[src/rtl/alu_sequencer_pkg.sv]
// Shared definitions for the ALU instruction sequencer.
//   - 5-bit opcode constants for every supported instruction
//   - op_class_t : instruction class produced by the IR decoder
//   - state_t    : sequencer T-state encoding
//   - ALU_* bit positions of the one-hot alu_op vector
package alu_sequencer_pkg;

    localparam logic [4:0] OP_ADD  = 5'b00011;
    localparam logic [4:0] OP_SUB  = 5'b00100;
    localparam logic [4:0] OP_AND  = 5'b00101;
    localparam logic [4:0] OP_OR   = 5'b00110;
    localparam logic [4:0] OP_ROR  = 5'b00111;
    localparam logic [4:0] OP_ROL  = 5'b01000;
    localparam logic [4:0] OP_SHR  = 5'b01001;
    localparam logic [4:0] OP_SHRA = 5'b01010;
    localparam logic [4:0] OP_SHL  = 5'b01011;
    localparam logic [4:0] OP_DIV  = 5'b01111;
    localparam logic [4:0] OP_MUL  = 5'b10000;
    localparam logic [4:0] OP_NEG  = 5'b10001;
    localparam logic [4:0] OP_NOT  = 5'b10010;
    localparam logic [4:0] OP_NOP  = 5'b11010;
    localparam logic [4:0] OP_HALT = 5'b11011;

    typedef enum logic [2:0] {
        CLS_ALU3,
        CLS_MULDIV,
        CLS_UNARY,
        CLS_NOP,
        CLS_HALT,
        CLS_ILLEGAL
    } op_class_t;

    typedef enum logic [3:0] {
        ST_IDLE,
        ST_T0,
        ST_T1,
        ST_T2,
        ST_T3,
        ST_T4,
        ST_T5,
        ST_T6,
        ST_HALT
    } state_t;

    localparam int ALU_W    = 13;
    localparam int ALU_AND  = 0;
    localparam int ALU_OR   = 1;
    localparam int ALU_ADD  = 2;
    localparam int ALU_SUB  = 3;
    localparam int ALU_MUL  = 4;
    localparam int ALU_DIV  = 5;
    localparam int ALU_SHR  = 6;
    localparam int ALU_SHRA = 7;
    localparam int ALU_SHL  = 8;
    localparam int ALU_ROR  = 9;
    localparam int ALU_ROL  = 10;
    localparam int ALU_NEG  = 11;
    localparam int ALU_NOT  = 12;

    // One-hot alu_op value with only bit idx set.
    function automatic logic [ALU_W-1:0] alu_bit(input int idx);
        return ALU_W'(1) << idx;
    endfunction

endpackage

[src/rtl/seq_ir_decode.sv]
// Combinational IR field decoder for the ALU sequencer.
// Ports:
//   ir_fields  in  17  IR[31:15]: opcode, Ra, Rb, Rc
//   op_class   out     instruction class of the opcode
//   alu_onehot out 13  one-hot ALU operation (0 for non-ALU classes)
//   ra_oh/rb_oh/rc_oh out 16  one-hot expansion of Ra/Rb/Rc
module seq_ir_decode
    import alu_sequencer_pkg::*;
(
    input  logic [16:0]      ir_fields,
    output op_class_t        op_class,
    output logic [ALU_W-1:0] alu_onehot,
    output logic [15:0]      ra_oh,
    output logic [15:0]      rb_oh,
    output logic [15:0]      rc_oh
);

    logic [4:0] opcode;
    logic [3:0] ra;
    logic [3:0] rb;
    logic [3:0] rc;

    assign opcode = ir_fields[16:12];
    assign ra     = ir_fields[11:8];
    assign rb     = ir_fields[7:4];
    assign rc     = ir_fields[3:0];

    always_comb begin
        op_class   = CLS_ILLEGAL;
        alu_onehot = '0;
        case (opcode)
            OP_ADD:  begin op_class = CLS_ALU3;   alu_onehot = alu_bit(ALU_ADD);  end
            OP_SUB:  begin op_class = CLS_ALU3;   alu_onehot = alu_bit(ALU_SUB);  end
            OP_AND:  begin op_class = CLS_ALU3;   alu_onehot = alu_bit(ALU_AND);  end
            OP_OR:   begin op_class = CLS_ALU3;   alu_onehot = alu_bit(ALU_OR);   end
            OP_ROR:  begin op_class = CLS_ALU3;   alu_onehot = alu_bit(ALU_ROR);  end
            OP_ROL:  begin op_class = CLS_ALU3;   alu_onehot = alu_bit(ALU_ROL);  end
            OP_SHR:  begin op_class = CLS_ALU3;   alu_onehot = alu_bit(ALU_SHR);  end
            OP_SHRA: begin op_class = CLS_ALU3;   alu_onehot = alu_bit(ALU_SHRA); end
            OP_SHL:  begin op_class = CLS_ALU3;   alu_onehot = alu_bit(ALU_SHL);  end
            OP_DIV:  begin op_class = CLS_MULDIV; alu_onehot = alu_bit(ALU_DIV);  end
            OP_MUL:  begin op_class = CLS_MULDIV; alu_onehot = alu_bit(ALU_MUL);  end
            OP_NEG:  begin op_class = CLS_UNARY;  alu_onehot = alu_bit(ALU_NEG);  end
            OP_NOT:  begin op_class = CLS_UNARY;  alu_onehot = alu_bit(ALU_NOT);  end
            OP_NOP:  op_class = CLS_NOP;
            OP_HALT: op_class = CLS_HALT;
            default: op_class = CLS_ILLEGAL;
        endcase
    end

    generate
        for (genvar gi = 0; gi < 16; gi++) begin : g_reg_onehot
            assign ra_oh[gi] = (ra == 4'(gi));
            assign rb_oh[gi] = (rb == 4'(gi));
            assign rc_oh[gi] = (rc == 4'(gi));
        end
    endgenerate

endmodule

[src/rtl/alu_sequencer.sv]
// Hardwired control unit: steps the datapath through instruction fetch
// (T0..T2) and register-to-register ALU execution (T3..T6).
// Ports:
//   clk, reset (async, active-low), run (keep fetching)
//   IR          in  32  datapath IR contents, decoded in T3 onwards
//   Rout/Rin    out 16  one-hot register bus out / register load selects
//   PCout..LOin out  1  datapath strobes
//   alu_op      out 13  one-hot ALU operation
//   busy/halted/illegal_op  status
module alu_sequencer
    import alu_sequencer_pkg::*;
#(
    parameter int READ_CYCLES = 1
) (
    input  logic             clk,
    input  logic             reset,
    input  logic             run,
    input  logic [31:0]      IR,
    output logic [15:0]      Rout,
    output logic [15:0]      Rin,
    output logic             PCout,
    output logic             PCin,
    output logic             IncPC,
    output logic             MARin,
    output logic             Read,
    output logic             MDRin,
    output logic             MDRout,
    output logic             IRin,
    output logic             Yin,
    output logic             Zin,
    output logic             Zlowout,
    output logic             Zhighout,
    output logic             HIin,
    output logic             LOin,
    output logic [ALU_W-1:0] alu_op,
    output logic             busy,
    output logic             halted,
    output logic             illegal_op
);

    // T1 lasts (count loaded + 1) cycles.
    localparam logic [3:0] WAIT_LOAD = 4'(READ_CYCLES - 1);

    state_t     state_reg;
    state_t     state_next;
    logic [3:0] wait_cnt_reg;
    logic [3:0] wait_cnt_next;

    op_class_t        op_class;
    logic [ALU_W-1:0] alu_onehot;
    logic [15:0]      ra_oh;
    logic [15:0]      rb_oh;
    logic [15:0]      rc_oh;
    logic             ir_unused;

    assign ir_unused = ^IR[14:0];

    seq_ir_decode u_decode (
        .ir_fields  (IR[31:15]),
        .op_class   (op_class),
        .alu_onehot (alu_onehot),
        .ra_oh      (ra_oh),
        .rb_oh      (rb_oh),
        .rc_oh      (rc_oh)
    );

    // Asynchronous reset drops the state straight to IDLE, so every
    // combinational strobe falls with it and no partial write completes.
    always_ff @(posedge clk or negedge reset) begin
        if (!reset) begin
            state_reg    <= ST_IDLE;
            wait_cnt_reg <= '0;
        end else begin
            state_reg    <= state_next;
            wait_cnt_reg <= wait_cnt_next;
        end
    end

    always_comb begin
        state_next    = state_reg;
        wait_cnt_next = wait_cnt_reg;
        Rout          = '0;
        Rin           = '0;
        PCout         = 1'b0;
        PCin          = 1'b0;
        IncPC         = 1'b0;
        MARin         = 1'b0;
        Read          = 1'b0;
        MDRin         = 1'b0;
        MDRout        = 1'b0;
        IRin          = 1'b0;
        Yin           = 1'b0;
        Zin           = 1'b0;
        Zlowout       = 1'b0;
        Zhighout      = 1'b0;
        HIin          = 1'b0;
        LOin          = 1'b0;
        alu_op        = '0;
        illegal_op    = 1'b0;

        case (state_reg)
            ST_IDLE: begin
                if (run) state_next = ST_T0;
            end
            ST_T0: begin
                PCout         = 1'b1;
                MARin         = 1'b1;
                IncPC         = 1'b1;
                PCin          = 1'b1;
                wait_cnt_next = WAIT_LOAD;
                state_next    = ST_T1;
            end
            ST_T1: begin
                Read  = 1'b1;
                MDRin = 1'b1;
                if (wait_cnt_reg == 4'd0) state_next = ST_T2;
                else wait_cnt_next = wait_cnt_reg - 4'd1;
            end
            ST_T2: begin
                MDRout     = 1'b1;
                IRin       = 1'b1;
                state_next = ST_T3;
            end
            ST_T3: begin
                case (op_class)
                    CLS_ALU3: begin
                        Rout       = rb_oh;
                        Yin        = 1'b1;
                        state_next = ST_T4;
                    end
                    CLS_MULDIV: begin
                        Rout       = ra_oh;
                        Yin        = 1'b1;
                        state_next = ST_T4;
                    end
                    CLS_UNARY: begin
                        Rout       = rb_oh;
                        alu_op     = alu_onehot;
                        Zin        = 1'b1;
                        state_next = ST_T4;
                    end
                    CLS_HALT: state_next = ST_HALT;
                    CLS_NOP:  state_next = run ? ST_T0 : ST_IDLE;
                    default: begin
                        illegal_op = 1'b1;
                        state_next = run ? ST_T0 : ST_IDLE;
                    end
                endcase
            end
            ST_T4: begin
                case (op_class)
                    CLS_ALU3: begin
                        Rout       = rc_oh;
                        alu_op     = alu_onehot;
                        Zin        = 1'b1;
                        state_next = ST_T5;
                    end
                    CLS_MULDIV: begin
                        Rout       = rb_oh;
                        alu_op     = alu_onehot;
                        Zin        = 1'b1;
                        state_next = ST_T5;
                    end
                    CLS_UNARY: begin
                        Zlowout    = 1'b1;
                        Rin        = ra_oh;
                        state_next = run ? ST_T0 : ST_IDLE;
                    end
                    // IR changed under us; abandon cleanly at the boundary.
                    default: state_next = run ? ST_T0 : ST_IDLE;
                endcase
            end
            ST_T5: begin
                case (op_class)
                    CLS_ALU3: begin
                        Zlowout    = 1'b1;
                        Rin        = ra_oh;
                        state_next = run ? ST_T0 : ST_IDLE;
                    end
                    CLS_MULDIV: begin
                        Zlowout    = 1'b1;
                        LOin       = 1'b1;
                        state_next = ST_T6;
                    end
                    default: state_next = run ? ST_T0 : ST_IDLE;
                endcase
            end
            ST_T6: begin
                Zhighout   = 1'b1;
                HIin       = 1'b1;
                state_next = run ? ST_T0 : ST_IDLE;
            end
            ST_HALT: state_next = ST_HALT;
            default: state_next = ST_IDLE;
        endcase
    end

    assign busy   = (state_reg != ST_IDLE) && (state_reg != ST_HALT);
    assign halted = (state_reg == ST_HALT);

endmodule
[config.mk]
export PLATFORM = sky130hd
export DESIGN_NAME = alu_sequencer
export DESIGN_NICKNAME = d
export VERILOG_FILES = /design/src/rtl/alu_sequencer_pkg.sv /design/src/rtl/seq_ir_decode.sv /design/src/rtl/alu_sequencer.sv
export SDC_FILE = /design/constraint.sdc
export NUM_CORES = 1
export LEC_CHECK = 0
export ABC_AREA = 1
export ABC_CLOCK_PERIOD_IN_PS = 2400
export BUFFER_PORTS_ARGS = -buffer_cell sky130_fd_sc_hd__buf_2
export CAP_MARGIN = 40
export CORE_ASPECT_RATIO = 1.1
export CORE_UTILIZATION = 30
export DETAILED_ROUTE_END_ITERATION = 8
export PLACE_DENSITY = 0.64
export SYNTH_ARGS = -nofsm -noshare
export SYNTH_HDL_FRONTEND = slang
export SYNTH_SLANG_ARGS = --single-unit
[constraint.sdc]
create_clock -name clk -period 2.4 [get_ports clk]
set_input_delay 0.48 -clock clk [delete_from_list [all_inputs] [get_ports clk]]
set_output_delay 0.48 -clock clk [all_outputs]
set_load 0.02 [all_outputs]
==> results_dict.tcl <==
set metrics [dict create \
    cts_hold_buf 0 \
    fin_tns_setup_ps 0 \
    fmax_ghz 0.432 \
    dpl.hpwl_um 4820 \
    cp_slowest_cell "dfrtp_1" \
    clk_path_buf_depth 2 \
    critical-path-top-delay-family "buffers and inverters" \
    drive_gt1_frac 0.266 \
    final.fill_count 647 \
    via_per_inst 4.77 \
    grt_max_degree 32 \
    yosys_warnings 0 \
    cp-end-kind "output pin" \
    groute.usage.overall 0.181 \
    tightest_slew_ps 381 \
    p_int_uw 536 \
    start_util 0.310 \
    wl_um 5820 \
    cap_viol_max_count 0 \
    clockRootBuffer "clkbuf_8" \
    fp.dieArea_um2 6230 \
    setup_viol 0 \
    max_slew_margin 0.745 \
    cts_sinks 8 \
    slew_viol_final 0 \
    yosysSeqAreaShare 0.113 \
    reg2reg_depth 7 \
    reg2reg_slack_ps 790 \
    grt_pass1_wl_um 8940 \
    status "complete, no violations" \
    p_clk_frac 0.140 \
    drcViolationCount 0 \
    p_leak_uw 0.00138 \
    yosysUniqueCellTypes 24 \
    final_antenna_net_count 0 \
    ios 97 \
    overflow 0 \
    area_growth_pct 35.1 \
    firstDrtPassIters 5 \
    cp-startpoint "state_reg[3]" \
    insertion_delay_ps 220 \
    synth_area_um2 1780 \
    synth.largest_area_cell "nand2_1" \
    die_w_um 75.4 \
    syn_avg_cell_area_um2 4.91 \
    period_share 0.964 \
    globalplace.congestion 0.915 \
    initialDrtViolationCount 137 \
    coreArea_um2 5730 \
    fin_area_um2 2400 \
    r2r-start "state_reg[3]" \
    ys_ff_latch 8 \
    finClkSkew_ps 0.893 \
    p_seq_frac 0.199 \
    setup_ws_ps 87.3 \
    cts.htree.levels 1 \
    worstSetupPathType "register to output pin" \
    via_count 2480 \
    required_ps 1920 \
    antenna_found_initial 0 \
    powerDensity_nw_per_um2 466 \
    dpl_cell_area_um2 2310 \
    portBuffers 81 \
    slowest_delay_ps 400 \
    diodes 0 \
    p_sw_uw 583 \
    yosysTopAreaCellShare 0.247 \
    hold_viol_final 0 \
    cp_max_fo 16 \
    fin_nets 482 \
    rows 29 \
    synthesis.nets 399 \
    rsz0062_at_grt "false" \
    cts_tree "yes" \
    path_clk_slew_ps 40 \
    r2r_end "wait_cnt_reg[3]" \
    final_cells 520 \
    cp_num_buf_inv 4 \
    post-place-ws_ps 52.7 \
    switching_share 0.521 \
    dpl.cell_count 516 \
    syn_inst 362 \
    path_cells "inv_2 > nand2_1 > nor2_1 > nand2_1 > inv_4 > a21oi_4 > buf_12 > nor3_1 > buf_2" \
    cp.arrival_ps 1830 \
    comb_power_share 0.660 \
    max-vdd-ir-drop_mv 0.405 \
    fin_util 0.419 \
    grt_pass1_vias 2076 \
    critPathMostFrequentCell "nand2_1" \
    worstSetupStartpointType "register" \
    min_path_type "input pin to async pin" \
    min_period_ps 2310 \
    die_h_um 82.7 \
    cts_made_buffers 3 \
    wl_per_cell_um 11.2 \
    yosys-top-cells-area "nand2_1, nor2_1, dfrtp_1" \
]
[power groups by stage]
stage	clock, uW	combinational [uW]	sequential, uW
finish	157	739	223
global route	173	836	226
CTS	163	730	222
detailed placement	0	727	224
global placement	0	722	222
floorplan	0	559	216
[cells by family after synthesis]
logic type	share of synthesized area
AOI/OAI and AO/OA	0.151
xor gates and xnor gates	0.00493
adders and majority gates	0.0141
buffers and inverters	0.154
DFF	0.113
and+or+nand+nor	0.563
[cells in the final DEF (no fill, tap or decap), types with 2 or more instances in the layout]
master / synthesis / final
nand2_1: 117 / 116
nor2_1: 92 / 88
buf_2: 6 / 80
inv_1: 40 / 39
nand3_1: 21 / 21
o22ai_1: 15 / 15
o21ai_1: 13 / 13
dfrtp_1: 8 / 8
o21ai_0: 7 / 7
nor3_1: 7 / 7
buf_4: 8 / 7
inv_2: 6 / 6
a21oi_1: 6 / 6
nor2_2: 1 / 5
buf_12: 0 / 5
nand3_2: 3 / 3
nor2_4: 3 / 3
clkbuf_8: 0 / 3
ha_1: 2 / 2
[worst register-to-register path: stages, from the launching register on]
cell	delay, ps
dfrtp_1	400
nor2_1	190
nand2_1	110
nor2_1	310
nand2_1	160
nor2_1	140
xor2_1	150
nor2_1	50
[cell usage after synthesis (all sizes together)]
library cell  instances
a21boi                1
inv                  46
nor4                  1
xor2                  1
buf                  15
o31ai                 1
nor3                  7
nor2                 96
a21oi                 8
nand2               117
nand3                24
o22ai                15
ha                    2
dfrtp                 8
o21ai                20
[repair_timing]
item / in CTS / in global routing
setup endpoints to repair: 0 / 36
buffers inserted: 0 / 1
resized for setup: 0 / 10
[per-layer routing]
layer  vias up  track usage  wire [um]
met5         -            0          0
met4         0       0.0148         21
met3         2       0.0182        324
met2        95        0.332       2830
met1      1090        0.234       2650
li1       1293            -          -
[per-stage QoR]
step	hold WS, ps	total power (uW)
2_1_floorplan	184	775
3_3_place_gp	330	944
3_5_place_dp	331	951
4_1_cts	90.0	1120
5_1_grt	93.9	1230
6_report	88.6	1120
[worst max path at each step]
stage | cells after the start | endpoint
after global routing | 9 | Rin[0]
final | 9 | Rin[0]
after global placement | 9 | Zlowout
after floorplan | 10 | alu_op[0]
after detailed placement | 9 | Zlowout
after CTS | 9 | Zlowout
[layout make-up]
class                   count  area, um2  area share
multi-input cells         293       1320       0.551
repair buffers             93        564       0.235
well taps                  77       96.3      0.0401
inverters                  46        175      0.0730
flip-flops and latches      8        200      0.0834
clock buffers               3       41.3      0.0172
Note: power is estimated with default switching activity, not from simulation.
